$ cat config.mk
export PLATFORM = sky130hd
export DESIGN_NAME = hazard_ctrl
export DESIGN_NICKNAME = d
export VERILOG_FILES = /design/src/rtl/hazard_ctrl.sv
export SDC_FILE = /design/constraint.sdc
export NUM_CORES = 1
export LEC_CHECK = 0
export BUFFER_PORTS_ARGS = -buffer_cell sky130_fd_sc_hd__buf_2
export CAP_MARGIN = 20
export CORE_MARGIN = 5
export CORE_UTILIZATION = 34
export CTS_BUF_LIST = sky130_fd_sc_hd__clkbuf_4 sky130_fd_sc_hd__clkbuf_8 sky130_fd_sc_hd__clkbuf_16
export DETAILED_ROUTE_END_ITERATION = 8
export PLACE_DENSITY = 0.77
export SYNTH_ARGS = -nofsm -noshare
export SYNTH_HDL_FRONTEND = slang
export SYNTH_SLANG_ARGS = --single-unit
$ cat constraint.sdc
create_clock -name clk -period 4.55 [get_ports clk]
set_input_delay 0 -clock clk [delete_from_list [all_inputs] [get_ports clk]]
set_output_delay 0 -clock clk [all_outputs]
set_load 0.02 [all_outputs]
$ cat src/rtl/hazard_ctrl.sv
`default_nettype none
//==============================================================================
// Module   : hazard_ctrl
// Brief    : Stall and bypass-select control for the 5-stage MIPS pipeline,
//            with a busy counter for the multi-cycle multiply/divide unit.
//            Define HAZARD_STALL_CNT_EN to build the 32-bit stall-cycle counter.
// Revision : 1.0 - initial release
//==============================================================================
module hazard_ctrl #(
    parameter int MULT_CYCLES = 5,
    parameter int DIV_CYCLES  = 10,
    parameter int CNT_W       = 4
) (
    input  logic        clk,
    input  logic        reset,
    input  logic [31:0] ir_d,
    input  logic [31:0] ir_e,
    input  logic [31:0] ir_m,
    input  logic [31:0] ir_w,
    output logic        stall,
    output logic [2:0]  rsd_sel,
    output logic [2:0]  rtd_sel,
    output logic [2:0]  rse_sel,
    output logic [2:0]  rte_sel,
    output logic [2:0]  rtm_sel,
    output logic        md_start,
    output logic        md_busy,
    output logic [31:0] stall_cycles
);

    localparam logic [5:0] c_op_rtype = 6'h00;
    localparam logic [5:0] c_op_j     = 6'h02;
    localparam logic [5:0] c_op_jal   = 6'h03;
    localparam logic [5:0] c_op_beq   = 6'h04;
    localparam logic [5:0] c_op_ori   = 6'h0d;
    localparam logic [5:0] c_op_lui   = 6'h0f;
    localparam logic [5:0] c_op_lw    = 6'h23;
    localparam logic [5:0] c_op_sw    = 6'h2b;

    localparam logic [5:0] c_fn_jr    = 6'h08;
    localparam logic [5:0] c_fn_mfhi  = 6'h10;
    localparam logic [5:0] c_fn_mthi  = 6'h11;
    localparam logic [5:0] c_fn_mflo  = 6'h12;
    localparam logic [5:0] c_fn_mtlo  = 6'h13;
    localparam logic [5:0] c_fn_mult  = 6'h18;
    localparam logic [5:0] c_fn_multu = 6'h19;
    localparam logic [5:0] c_fn_div   = 6'h1a;
    localparam logic [5:0] c_fn_divu  = 6'h1b;
    localparam logic [5:0] c_fn_addu  = 6'h21;
    localparam logic [5:0] c_fn_subu  = 6'h23;

    localparam logic [4:0]       c_reg_ra    = 5'd31;
    localparam logic [CNT_W-1:0] c_mult_load = CNT_W'(MULT_CYCLES);
    localparam logic [CNT_W-1:0] c_div_load  = CNT_W'(DIV_CYCLES);
    localparam logic [CNT_W-1:0] c_cnt_one   = {{(CNT_W-1){1'b0}}, 1'b1};

    typedef enum logic [3:0] {
        CLS_NONE, CLS_ALU, CLS_LW, CLS_SW, CLS_BEQ, CLS_J, CLS_JAL,
        CLS_JR, CLS_MULT, CLS_DIV, CLS_MF, CLS_MT
    } cls_t;

    typedef struct packed {
        cls_t       cls;
        logic [4:0] rs;
        logic [4:0] rt;
        logic [4:0] dst;
        logic       rs_rd;
        logic       rt_rd;
        logic [1:0] rs_tuse;
        logic [1:0] rt_tuse;
        logic [1:0] tnew_e;
        logic [1:0] tnew_m;
    } dec_t;

    // Destination 0 doubles as "no write", so writers to $0 never match a source.
    function automatic dec_t decode(
        input logic [5:0] op,
        input logic [5:0] fn,
        input logic [4:0] rs,
        input logic [4:0] rt,
        input logic [4:0] rd
    );
        dec_t d;
        d     = '0;
        d.rs  = rs;
        d.rt  = rt;
        case (op)
            c_op_rtype: begin
                case (fn)
                    c_fn_addu, c_fn_subu: begin
                        d.cls     = CLS_ALU;
                        d.rs_rd   = 1'b1;
                        d.rt_rd   = 1'b1;
                        d.rs_tuse = 2'd1;
                        d.rt_tuse = 2'd1;
                        d.dst     = rd;
                        d.tnew_e  = 2'd1;
                    end
                    c_fn_jr: begin
                        d.cls   = CLS_JR;
                        d.rs_rd = 1'b1;
                    end
                    c_fn_mult, c_fn_multu, c_fn_div, c_fn_divu: begin
                        d.cls     = (fn == c_fn_mult || fn == c_fn_multu) ? CLS_MULT : CLS_DIV;
                        d.rs_rd   = 1'b1;
                        d.rt_rd   = 1'b1;
                        d.rs_tuse = 2'd1;
                        d.rt_tuse = 2'd1;
                    end
                    c_fn_mfhi, c_fn_mflo: begin
                        d.cls    = CLS_MF;
                        d.dst    = rd;
                        d.tnew_e = 2'd1;
                    end
                    c_fn_mthi, c_fn_mtlo: begin
                        d.cls     = CLS_MT;
                        d.rs_rd   = 1'b1;
                        d.rs_tuse = 2'd1;
                    end
                    default: ;
                endcase
            end
            c_op_ori: begin
                d.cls     = CLS_ALU;
                d.rs_rd   = 1'b1;
                d.rs_tuse = 2'd1;
                d.dst     = rt;
                d.tnew_e  = 2'd1;
            end
            c_op_lui: begin
                d.cls    = CLS_ALU;
                d.dst    = rt;
                d.tnew_e = 2'd1;
            end
            c_op_lw: begin
                d.cls     = CLS_LW;
                d.rs_rd   = 1'b1;
                d.rs_tuse = 2'd1;
                d.dst     = rt;
                d.tnew_e  = 2'd2;
            end
            c_op_sw: begin
                d.cls     = CLS_SW;
                d.rs_rd   = 1'b1;
                d.rt_rd   = 1'b1;
                d.rs_tuse = 2'd1;
                d.rt_tuse = 2'd2;
            end
            c_op_beq: begin
                d.cls   = CLS_BEQ;
                d.rs_rd = 1'b1;
                d.rt_rd = 1'b1;
            end
            c_op_j:   d.cls = CLS_J;
            c_op_jal: begin
                d.cls = CLS_JAL;
                d.dst = c_reg_ra;
            end
            default: ;
        endcase
        d.tnew_m = (d.tnew_e == 2'd0) ? 2'd0 : d.tnew_e - 2'd1;
        return d;
    endfunction

    function automatic logic src_stall(
        input logic       rd,
        input logic [4:0] r,
        input logic [1:0] tuse,
        input logic [4:0] e_dst,
        input logic [1:0] e_tnew,
        input logic [4:0] m_dst,
        input logic [1:0] m_tnew
    );
        return rd && (r != 5'd0) &&
               (((e_dst == r) && (e_tnew > tuse)) || ((m_dst == r) && (m_tnew > tuse)));
    endfunction

    // Nearest matching stage decides; an unready match blocks older stages too.
    function automatic logic [2:0] fwd_d(
        input logic       rd,
        input logic [4:0] r,
        input logic [4:0] e_dst,
        input logic       e_jal,
        input logic [4:0] m_dst,
        input logic       m_jal,
        input logic       m_ready,
        input logic [4:0] w_dst
    );
        logic [2:0] sel;
        sel = 3'd0;
        if (rd && (r != 5'd0)) begin
            if (e_dst == r)
                sel = e_jal ? 3'd1 : 3'd0;
            else if (m_dst == r)
                sel = m_jal ? 3'd3 : (m_ready ? 3'd2 : 3'd0);
            else if (w_dst == r)
                sel = 3'd4;
        end
        return sel;
    endfunction

    function automatic logic [2:0] fwd_e(
        input logic       rd,
        input logic [4:0] r,
        input logic [4:0] m_dst,
        input logic       m_jal,
        input logic       m_ready,
        input logic [4:0] w_dst
    );
        logic [2:0] sel;
        sel = 3'd0;
        if (rd && (r != 5'd0)) begin
            if (m_dst == r)
                sel = m_jal ? 3'd2 : (m_ready ? 3'd1 : 3'd0);
            else if (w_dst == r)
                sel = 3'd3;
        end
        return sel;
    endfunction

    dec_t             w_dec_d;
    dec_t             w_dec_e;
    dec_t             w_dec_m;
    dec_t             w_dec_w;
    logic             w_e_jal;
    logic             w_m_jal;
    logic             w_m_ready;
    logic             w_data_stall;
    logic             w_d_is_md;
    logic             w_md_stall;
    logic             w_unused;
    logic [CNT_W-1:0] r_md_cnt;

    assign w_dec_d = decode(ir_d[31:26], ir_d[5:0], ir_d[25:21], ir_d[20:16], ir_d[15:11]);
    assign w_dec_e = decode(ir_e[31:26], ir_e[5:0], ir_e[25:21], ir_e[20:16], ir_e[15:11]);
    assign w_dec_m = decode(ir_m[31:26], ir_m[5:0], ir_m[25:21], ir_m[20:16], ir_m[15:11]);
    assign w_dec_w = decode(ir_w[31:26], ir_w[5:0], ir_w[25:21], ir_w[20:16], ir_w[15:11]);

    assign w_e_jal   = (w_dec_e.cls == CLS_JAL);
    assign w_m_jal   = (w_dec_m.cls == CLS_JAL);
    assign w_m_ready = (w_dec_m.tnew_m == 2'd0);

    assign w_data_stall =
        src_stall(w_dec_d.rs_rd, w_dec_d.rs, w_dec_d.rs_tuse,
                  w_dec_e.dst, w_dec_e.tnew_e, w_dec_m.dst, w_dec_m.tnew_m) |
        src_stall(w_dec_d.rt_rd, w_dec_d.rt, w_dec_d.rt_tuse,
                  w_dec_e.dst, w_dec_e.tnew_e, w_dec_m.dst, w_dec_m.tnew_m);

    assign w_d_is_md  = (w_dec_d.cls == CLS_MULT) || (w_dec_d.cls == CLS_DIV) ||
                        (w_dec_d.cls == CLS_MF)   || (w_dec_d.cls == CLS_MT);
    assign md_start   = (w_dec_e.cls == CLS_MULT) || (w_dec_e.cls == CLS_DIV);
    assign md_busy    = (r_md_cnt != '0);
    assign w_md_stall = w_d_is_md && (md_busy || md_start);
    assign stall      = w_data_stall | w_md_stall;

    assign rsd_sel = fwd_d(w_dec_d.rs_rd, w_dec_d.rs, w_dec_e.dst, w_e_jal,
                           w_dec_m.dst, w_m_jal, w_m_ready, w_dec_w.dst);
    assign rtd_sel = fwd_d(w_dec_d.rt_rd, w_dec_d.rt, w_dec_e.dst, w_e_jal,
                           w_dec_m.dst, w_m_jal, w_m_ready, w_dec_w.dst);
    assign rse_sel = fwd_e(w_dec_e.rs_rd, w_dec_e.rs, w_dec_m.dst, w_m_jal,
                           w_m_ready, w_dec_w.dst);
    assign rte_sel = fwd_e(w_dec_e.rt_rd, w_dec_e.rt, w_dec_m.dst, w_m_jal,
                           w_m_ready, w_dec_w.dst);
    assign rtm_sel = {2'b00, (w_dec_m.cls == CLS_SW) && (w_dec_m.rt != 5'd0) &&
                             (w_dec_w.dst == w_dec_m.rt)};

    // A start while already busy reloads: the most recent MD op defines the wait.
    always_ff @(posedge clk or negedge reset) begin
        if (!reset)
            r_md_cnt <= '0;
        else if (md_start)
            r_md_cnt <= (w_dec_e.cls == CLS_MULT) ? c_mult_load : c_div_load;
        else if (r_md_cnt != '0)
            r_md_cnt <= r_md_cnt - c_cnt_one;
    end

`ifdef HAZARD_STALL_CNT_EN
    logic [31:0] r_stall_cnt;

    always_ff @(posedge clk or negedge reset) begin
        if (!reset)
            r_stall_cnt <= 32'd0;
        else if (stall)
            r_stall_cnt <= r_stall_cnt + 32'd1;
    end

    assign stall_cycles = r_stall_cnt;
`else
    assign stall_cycles = 32'd0;
`endif

    assign w_unused = ^{w_dec_d, w_dec_e, w_dec_m, w_dec_w,
                        ir_d[10:6], ir_e[10:6], ir_m[10:6], ir_w[10:6]};

endmodule
`default_nettype wire

# ---- Yosys cells after proc, flatten, opt, wreduce, memory -nomap -nowiden
# Index checks and enable logic that the tools add are counted.
dict set report op_classes {
  bitwise 2
  n_shift 0
  mux 54
  n_div 0
  mul 0
  add_sub_neg 2
  n_reduce_logical 67
  n_eq_ne 82
  n_lt_le_gt_ge 4
}
# operator count
set op_table {}
lappend op_table {{$eq 6x5->1 const B} 26}
lappend op_table {{$eq 6x6->1 const B} 15}
lappend op_table {{$pmux 4 s7} 3}
lappend op_table {{$eq 6x4->1 const B} 11}
lappend op_table {{$pmux 4 s5} 3}
lappend op_table {{$eq 5x5->1} 11}
lappend op_table {{$pmux 5 s3} 3}
lappend op_table {{$eq 6x2->1 const B} 7}
lappend op_table {{$reduce_or 4->1} 8}
lappend op_table {{$reduce_or 2->1} 14}
lappend op_table {{$reduce_bool 5->1} 5}
lappend op_table {{$eq 4x4->1 const B} 6}
lappend op_table {{$logic_not 6->1} 4}
lappend op_table {{$mux 3} 8}
lappend op_table {{$mux 2} 10}
lappend op_table {{$eq 6x3->1 const B} 3}
lappend op_table {{$reduce_or 9->1} 2}
lappend op_table {{$mux 5} 3}
lappend op_table {{$logic_and 1x1->1} 13}
lappend op_table {{$mux 1} 13}
lappend op_table {{$mux 4} 3}
lappend op_table {{$pmux 2 s3} 2}
lappend op_table {{$reduce_or 3->1} 4}
lappend op_table {{$reduce_or 6->1} 2}
lappend op_table {{13 further kinds} 32}
dict set report word_totals {
  latchBits 0
  output_inout_bits 50
  ram_bits 0
  ff_bits 4
  word_cells 212
  memories 0
  romBits 0
  input_bits 130
}

# ---- Logic depth before layout (Yosys ltp)
# Gate-level depths: netlist of the first run.
dict set report logic_depth {
  ltp_word 12
  ltp_mapped 10
  ltp_nobuf 10
}

# ---- Least setup slack after synthesis of the first run
# No wires, ideal clock.
dict set report synth_path {
  path_type {input port to output port}
  startpoint {in ir_m[31]}
  endpoint {out rsd_sel[2]}
  required_time_ns 4.550
  path_buffers 2
  arrival_ns 2.510
  setup_slack_ns 2.040
  cell_stages 8
  path_cell_list {buf_6 -> or4_4 -> a211oi_4 -> a221o_1 -> buf_4 -> xnor2_1 -> nor2_1 -> a2111oi_0}
}
dict set report synth_between {
  elab_chain_cells 7
  word_cells_on_any_way 11
  classes_between {eq/ne: 5; mux: 4; reduce/logical: 2}
}
# element line_no
set synth_lines {}
lappend synth_lines {{start, declared} 18} ;# input logic [31:0] ir_m,
lappend synth_lines {{$eq 6x6->1 / $eq 6x4->1 (equally long branches)} 87} ;# case (op)
lappend synth_lines {{$reduce_or 3->1 (no source line)} n/a}
lappend synth_lines {{$pmux 5 s3 (*)} 87}
lappend synth_lines {{$eq 5x5->1 (*)} 194} ;# else if (m_dst == r)
lappend synth_lines {{$mux 3 (*)} 194}
lappend synth_lines {{$mux 3 (*)} 192} ;# if (e_dst == r)
lappend synth_lines {{$mux 3 (*)} 191} ;# if (rd && (r != 5'd0)) begin
lappend synth_lines {{end, declared} 21} ;# output logic [2:0] rsd_sel,
# Every way passes the cells marked *; elsewhere a longest branch is shown, timed or not.

# ---- Final worst setup path of the first run
dict set report layout_path {
  startpoint {in ir_m[27]}
  endpoint {out rsd_sel[2]}
}
# Same word-level chain as after synthesis.

==> results.txt, run 1 <==
largest reg by FF count: r_md_cnt
most frequent cells after synthesis: buf_4, xor2_1, xnor2_1
Slew Viols, Final: 0
port buffer count: 107
count leader, synth: buf_4
Layout area overhead: 21.1%
Synth area leaders: buf_4, xor2_1, xnor2_1, a21oi_1, dfrtp_1
Reg2Reg Depth: 5
# IOs: 180
clock root buffer: clkbuf_8
CTS tree: built
post-route setup slack: 1.88 ns
Primary FF master, synth: dfrtp_1
Startpoint Class: input pin
die area: 0.00899 sq mm
gr usage total: 16.6%
routability cong.: 0.919
Critical Path RT: 4.55 ns
fin area: 0.00296 sq mm
cts hold-fix bufs: 1
Top Registers: r_md_cnt (4)
synth unique cells: 68
Layout Skew: 0.00232 ns
post-layout util: 41.5%
Synth Cell Area: 0.00245 sq mm
gr ovfl total: 0
Leak: 1.36 nW
vias per inst: 5.16
antenna violations before repair: 0
Setup Fix Bufs, Post-CTS: 0
crit path DAT: 2.67 ns
YS warnings: 0
Initial Util: 34.3%
DRT iter0 DRCs: 137
register area share after synthesis: 4.09%
Cell Count Post-Placement: 525
Worst Tran Pin Value: 0.706 ns
Cells after Synth: 328
Synth area leader: buf_4
largest fanout on the critical path: 5
Max Freq: 374 MHz
status: finished, final reports clean
Core ar.: 0.00714 sq mm
fin cells: 529
first-pass detailed-route iteration total: 4
layout cells sized above 1: 30.5%
Final Power: 0.423 mW
Slew HR: 51.7%
clk_lat worst skew: 0.22 ns
Yosys top cell area share: 11.4%
wire per inst: 14.8 um
DR vias: 2,730
max-cap violations: 0
Final setup viols: 0
max reg flops: 4
setup_tns: 0 ns
Final ANT Viol Nets: 0
DIE HEIGHT: 94.8 um
Pwr Density: 143 mW/mm^2
number of flops mapped to enable cells by yosys: 0
Reg clk slew, reported paths: 0.03 ns
Setup WS pre-CTS: 1.92 ns
Cell Rows: 31
Final Hold Slack: 0.116 ns
Longest Clk Path Bufs: 2
first-pass GRT wire length: 12,000 um
clock sink total: 4
crit end category: output port
drc violations: 0
Seq cells post-synth: 4
htree depth: 1
detailed-route wire length: 7810 um
Synth Area per Inst: 7.46 sq um
fin crit share: 58.7%
final hold vios: 0
VDD IR max: 0.0758 mV
final worst path period need: 2.67 ns
antenna cells: 0
Crit Path Category: in -> out
# resized after CTS: 0
RSZ-0062 raised after global routing: false
nets: 570
DP Wirelength: 6720 um
vias in the first global route: 2,669
Post-synth ARST share: 100%
placed cell area: 0.00291 sq mm
largest net degree at the start of global routing: 10
worst hold path class: in -> async
Num CTS Buffers: 3
Die Wd: 94.8 um
## layout by cell type (no fill, tap or decap), types with 3 or more instances in the layout
cell type / instances
buf_2: 107
conb_1: 37
xor2_1: 28
xnor2_1: 26
nor2_1: 22
a21oi_1: 22
nand3_1: 13
nor3_1: 11
inv_1: 10
nor4_1: 10
nand2_1: 10
a221o_1: 9
o21ai_0: 8
ha_1: 8
nor3b_1: 6
nand3b_1: 5
or4_1: 5
a221o_2: 4
and3b_1: 4
nand2b_1: 4
or3_1: 4
o22ai_1: 4
dfrtp_1: 4
nand4bb_1: 3
nor3_2: 3
and3_1: 3
nor2b_1: 3
a31oi_1: 3
nor4bb_1: 3
and4_1: 3
clkbuf_8: 3
## critical path, cell delays in order
cell and delay, ns:
buf_2 0.12, or4_4 0.57, a211oi_4 0.30, a221o_1 0.45
xnor2_1 0.17, nor2_1 0.08, a2111oi_0 0.68, buf_2 0.29
## path summary, 6_finish.rpt
| kind | end | slack [ns] | from |
|---|---|---|---|
| min in group clk | r_md_cnt[3] | 0.31 | ir_e[1] |
| hold / removal | r_md_cnt[2] | 0.12 | reset |
| max in group asynchronous | r_md_cnt[1] | 4.32 | reset |
| setup reg to reg | r_md_cnt[0] | 2.91 | r_md_cnt[0] |
| hold reg to reg | r_md_cnt[3] | 0.61 | r_md_cnt[3] |
| setup / recovery | rsd_sel[2] | 1.88 | ir_m[27] |
## power by group
group / total, mW / switching [mW] / internal (mW)
Clock: 0.0752 / 0.0188 / 0.0564
Sequential: 0.0685 / 0.0130 / 0.0555
Combinational: 0.279 / 0.158 / 0.121
Total: 0.423 / 0.190 / 0.233
## logic make-up (layout without fill, tap and decap cells)
group,after synthesis,in the layout,synth area share (%)
AND/OR/NAND/NOR,127,127,32.6
AO/OA/AOI/OAI,75,75,22.8
XOR/XNOR,56,56,20.7
buffers and inverters,56,122,15.2
adder cells (fa/ha/maj),8,8,4.09
flip-flops,4,4,4.09
other,1,37,0.153
multiplexers,1,1,0.460
## cell type report
| class | instances | area (sq um) |
|---|---|---|
| Multi-Input combinational cell | 304 | 2110 |
| Timing Repair Buffer | 108 | 546 |
| Clock buffer | 3 | 41.3 |
| Tap cell | 99 | 124 |
| Inverter | 11 | 41.3 |
| Sequential cell | 4 | 100 |
| Fill cell | 778 | 4180 |
## metal layers
| layer | vias to the layer above | GRT usage (%) | routed length (um) |
|---|---|---|---|
| met5 | - | 0 | 0 |
| met2 | 115 | 29.5 | 3760 |
| met3 | 10 | 3.35 | 758 |
| met4 | 0 | 4.57 | 91 |
| met1 | 1249 | 20.3 | 3210 |
| li1 | 1356 | - | - |
(Power assumes the default switching activity.)
==> run 2, diff against run 1 <==
--- a/config.mk
+++ b/config.mk
@@ -5,6 +5,7 @@
 export SDC_FILE = /design/constraint.sdc
 export NUM_CORES = 1
 export LEC_CHECK = 0
+export ABC_AREA = 1
 export BUFFER_PORTS_ARGS = -buffer_cell sky130_fd_sc_hd__buf_2
 export CAP_MARGIN = 20
 export CORE_MARGIN = 5
==> constraint.sdc (replaced) <==
create_clock -name clk -period 2.25 [get_ports clk]
set_input_delay 0 -clock clk [delete_from_list [all_inputs] [get_ports clk]]
set_output_delay 0 -clock clk [all_outputs]
set_load 0.02 [all_outputs]
==> run 2 against run 1 <==
Compared with the run above:
- cell area is 15% higher
- via count is 25% higher
- critical path depth is 2 higher
- critical endpoint is now stall
- non-clock buffer count is 1 lower
- setup slack worse by 1.5 ns
- sequential cell count stayed put
- global-route usage is 0.51 points lower
- sequential power is 100% higher
- combinational power is 120% higher
==> results.txt, run 2 <==
status: finished, final reports clean
detailed-route wire length: 8740 um
Startpoint Class: register
stages on the worst setup path: 10
vias per inst: 4.66
DRT iter0 DRCs: 223
fin cells: 734
vias in the first global route: 3,103
Seq cells post-synth: 4
routability cong.: 0.926
most common cell after layout, fill and taps aside: nand2_1
antenna cells: 0
largest net degree at the start of global routing: 16
Layout area overhead: 20.1%
register area share after synthesis: 3.52%
clock sink total: 4
Top Registers: r_md_cnt (4)
fin crit share: 82.2%
Max Freq: 541 MHz
largest reg by FF count: r_md_cnt
Post-synth ARST share: 100%
Synth Area per Inst: 5.47 sq um
Layout Skew: 0.00282 ns
Final setup viols: 0
clock share of power: 16.4%
combinational power share: 68.3%
Sequential Power Share: 15.3%
# resized after CTS: 0
most frequent cells in the layout: nand2_1, buf_2, inv_1, nor2_1, nand3_1
Initial Util: 34.8%
setup_tns: 0 ns
Leak: 2.09 nW
gr ovfl total: 0
Net Sw Power: 0.438 mW
DP Wirelength: 7690 um
Worst path slowest cell: dfrtp_1
final hold vios: 0
gr usage total: 16.1%
Synth Cell Area: 0.00285 sq mm
Setup WS pre-CTS: 0.533 ns
Cell Chain, Critical Path: inv_1 -> ha_1 -> inv_1 -> nor3_1 -> nand2_1 -> nand2_1 -> nand2_1 -> nor2_1 -> nand2_1 -> buf_2
max reg flops: 4
most frequent cells after synthesis: nand2_1, inv_1, nor2_1
nets: 769
Longest Clk Path Bufs: 2
crit path DAT: 1.85 ns
Synth area leaders: nand2_1, inv_1, buf_4, nand3_1, nor2_1
first-pass detailed-route iteration total: 5
worst hold path class: in -> async
Critical Path RT: 2.25 ns
synth unique cells: 40
Num CTS Buffers: 3
final worst path period need: 1.85 ns
Pint: 0.459 mW
DIE HEIGHT: 101 um
layout cells sized above 1: 26.6%
count leader, synth: nand2_1
CTS tree: built
clock root buffer: clkbuf_8
Slew Viols, Final: 0
Reg2Reg Depth: 6
Switching Share: 48.8%
YS warnings: 0
Buffers & Inverters on Critical Path: 3
antenna violations before repair: 0
Reg clk slew, reported paths: 0.03 ns
htree depth: 1
crit end category: output port
CP delay by family, top: simple AND/OR/NAND/NOR gates
Crit Path Category: reg -> out
wire per inst: 11.9 um
Cells after Synth: 520
Cell Rows: 33
first-pass GRT wire length: 13,800 um
port buffer count: 106
drc violations: 0
clk_lat worst skew: 0.21 ns
Die Wd: 101 um
Cell Count Post-Placement: 730
Synth area leader: nand2_1
Primary FF master, synth: dfrtp_1
die area: 0.0103 sq mm
Final ANT Viol Nets: 0
Core ar.: 0.00818 sq mm
largest fanout on the critical path: 4
DR vias: 3,424
crit-path most repeated cell: nand2_1
RSZ-0062 raised after global routing: false
max-cap violations: 0
Worst path max stage delay: 0.37 ns
VDD IR max: 0.256 mV
Pwr Density: 262 mW/mm^2
number of flops mapped to enable cells by yosys: 0
# IOs: 180
Yosys top cell area share: 17.0%
post-route setup slack: 0.401 ns
## run 2: changes by cell type in the layout (fill, tap and decap cells not counted), sizes merged, moves of 8 or more
cell   before  now
inv        11   79
xor2       30   13
nand4       1   16
o21ai       9   20
a221o      13    0
nand3      13   65
xnor2      26    2
nand2      10  143
nor4       10    2
nor2       22   81
## run 2: worst register-to-register path, stage by stage (launching register included)
cell	delay, ns
dfrtp_1	0.37
inv_1	0.12
ha_1	0.16
inv_1	0.04
nor3_1	0.33
nand2_1	0.17
o21ai_0	0.19
## run 2: cells by family (layout without fill, tap and decap cells)
kind of cell             count (synthesis)  count (layout)  synth area share (%)
AO/OA/AOI/OAI                           50              50                  11.8
XOR/XNOR                                15              15                  4.62
adder cells (fa/ha/maj)                  8               8                  3.52
buffers and inverters                  116             189                  20.1
flip-flops                               4               4                  3.52
other                                    1              37                 0.132
AND/OR/NAND/NOR                        326             326                  56.3
## run 2: layer usage
layer	up-vias	track usage [%]	wire (um)
met3	10	3.10	796
met2	151	27.8	4020
li1	1820	-	-
met4	0	1.53	72
met1	1443	21.6	3840
met5	-	0	0
## run 2: final timing paths
| path | end | startpoint | slack [ns] |
|---|---|---|---|
| setup / recovery | stall | r_md_cnt[0] | 0.40 |
| hold / removal | r_md_cnt[0] | reset | 0.12 |
| setup reg to reg | r_md_cnt[1] | r_md_cnt[0] | 0.76 |
| max in group asynchronous | r_md_cnt[1] | reset | 2.01 |
| hold reg to reg | r_md_cnt[0] | r_md_cnt[0] | 0.61 |
| min in group clk | r_md_cnt[3] | ir_e[27] | 0.30 |
## run 2: area by class of cell
type	instances	area, sq um
timing repair buffer	107	541
sequential	4	100
inverter	79	297
fill	941	4760
tap	105	131
clock buffer	3	41.3
multi-input combinational	436	2310
## run 2: power groups by stage
stage	Combinational [mW]	Clock, mW	Sequential [mW]
2_1_floorplan	0.461	0	0.133
3_3_place_gp	0.599	0	0.137
3_5_place_dp	0.607	0	0.137
4_1_cts	0.611	0.153	0.137
5_1_grt	0.689	0.160	0.142
6_report	0.612	0.147	0.137
## run 2: metrics by stage
stage | utilization [%] | hold slack (ns) | power (mW) | instance area, sq um
detailed placement | 41.2 | -0.194 | 0.744 | 3370
CTS | 41.8 | 0.111 | 0.901 | 3420
global route | 41.8 | 0.122 | 0.990 | 3420
floorplan | - | -0.296 | 0.593 | 2980
finish | 41.8 | 0.117 | 0.897 | 3420
global placement | 41.2 | -0.193 | 0.736 | 3370
## run 2: what timing repair did
action	CTS	global route
buffers inserted	0	0
hold buffers	1	0
hold endpoints to repair	4	0
setup endpoints to repair	0	0
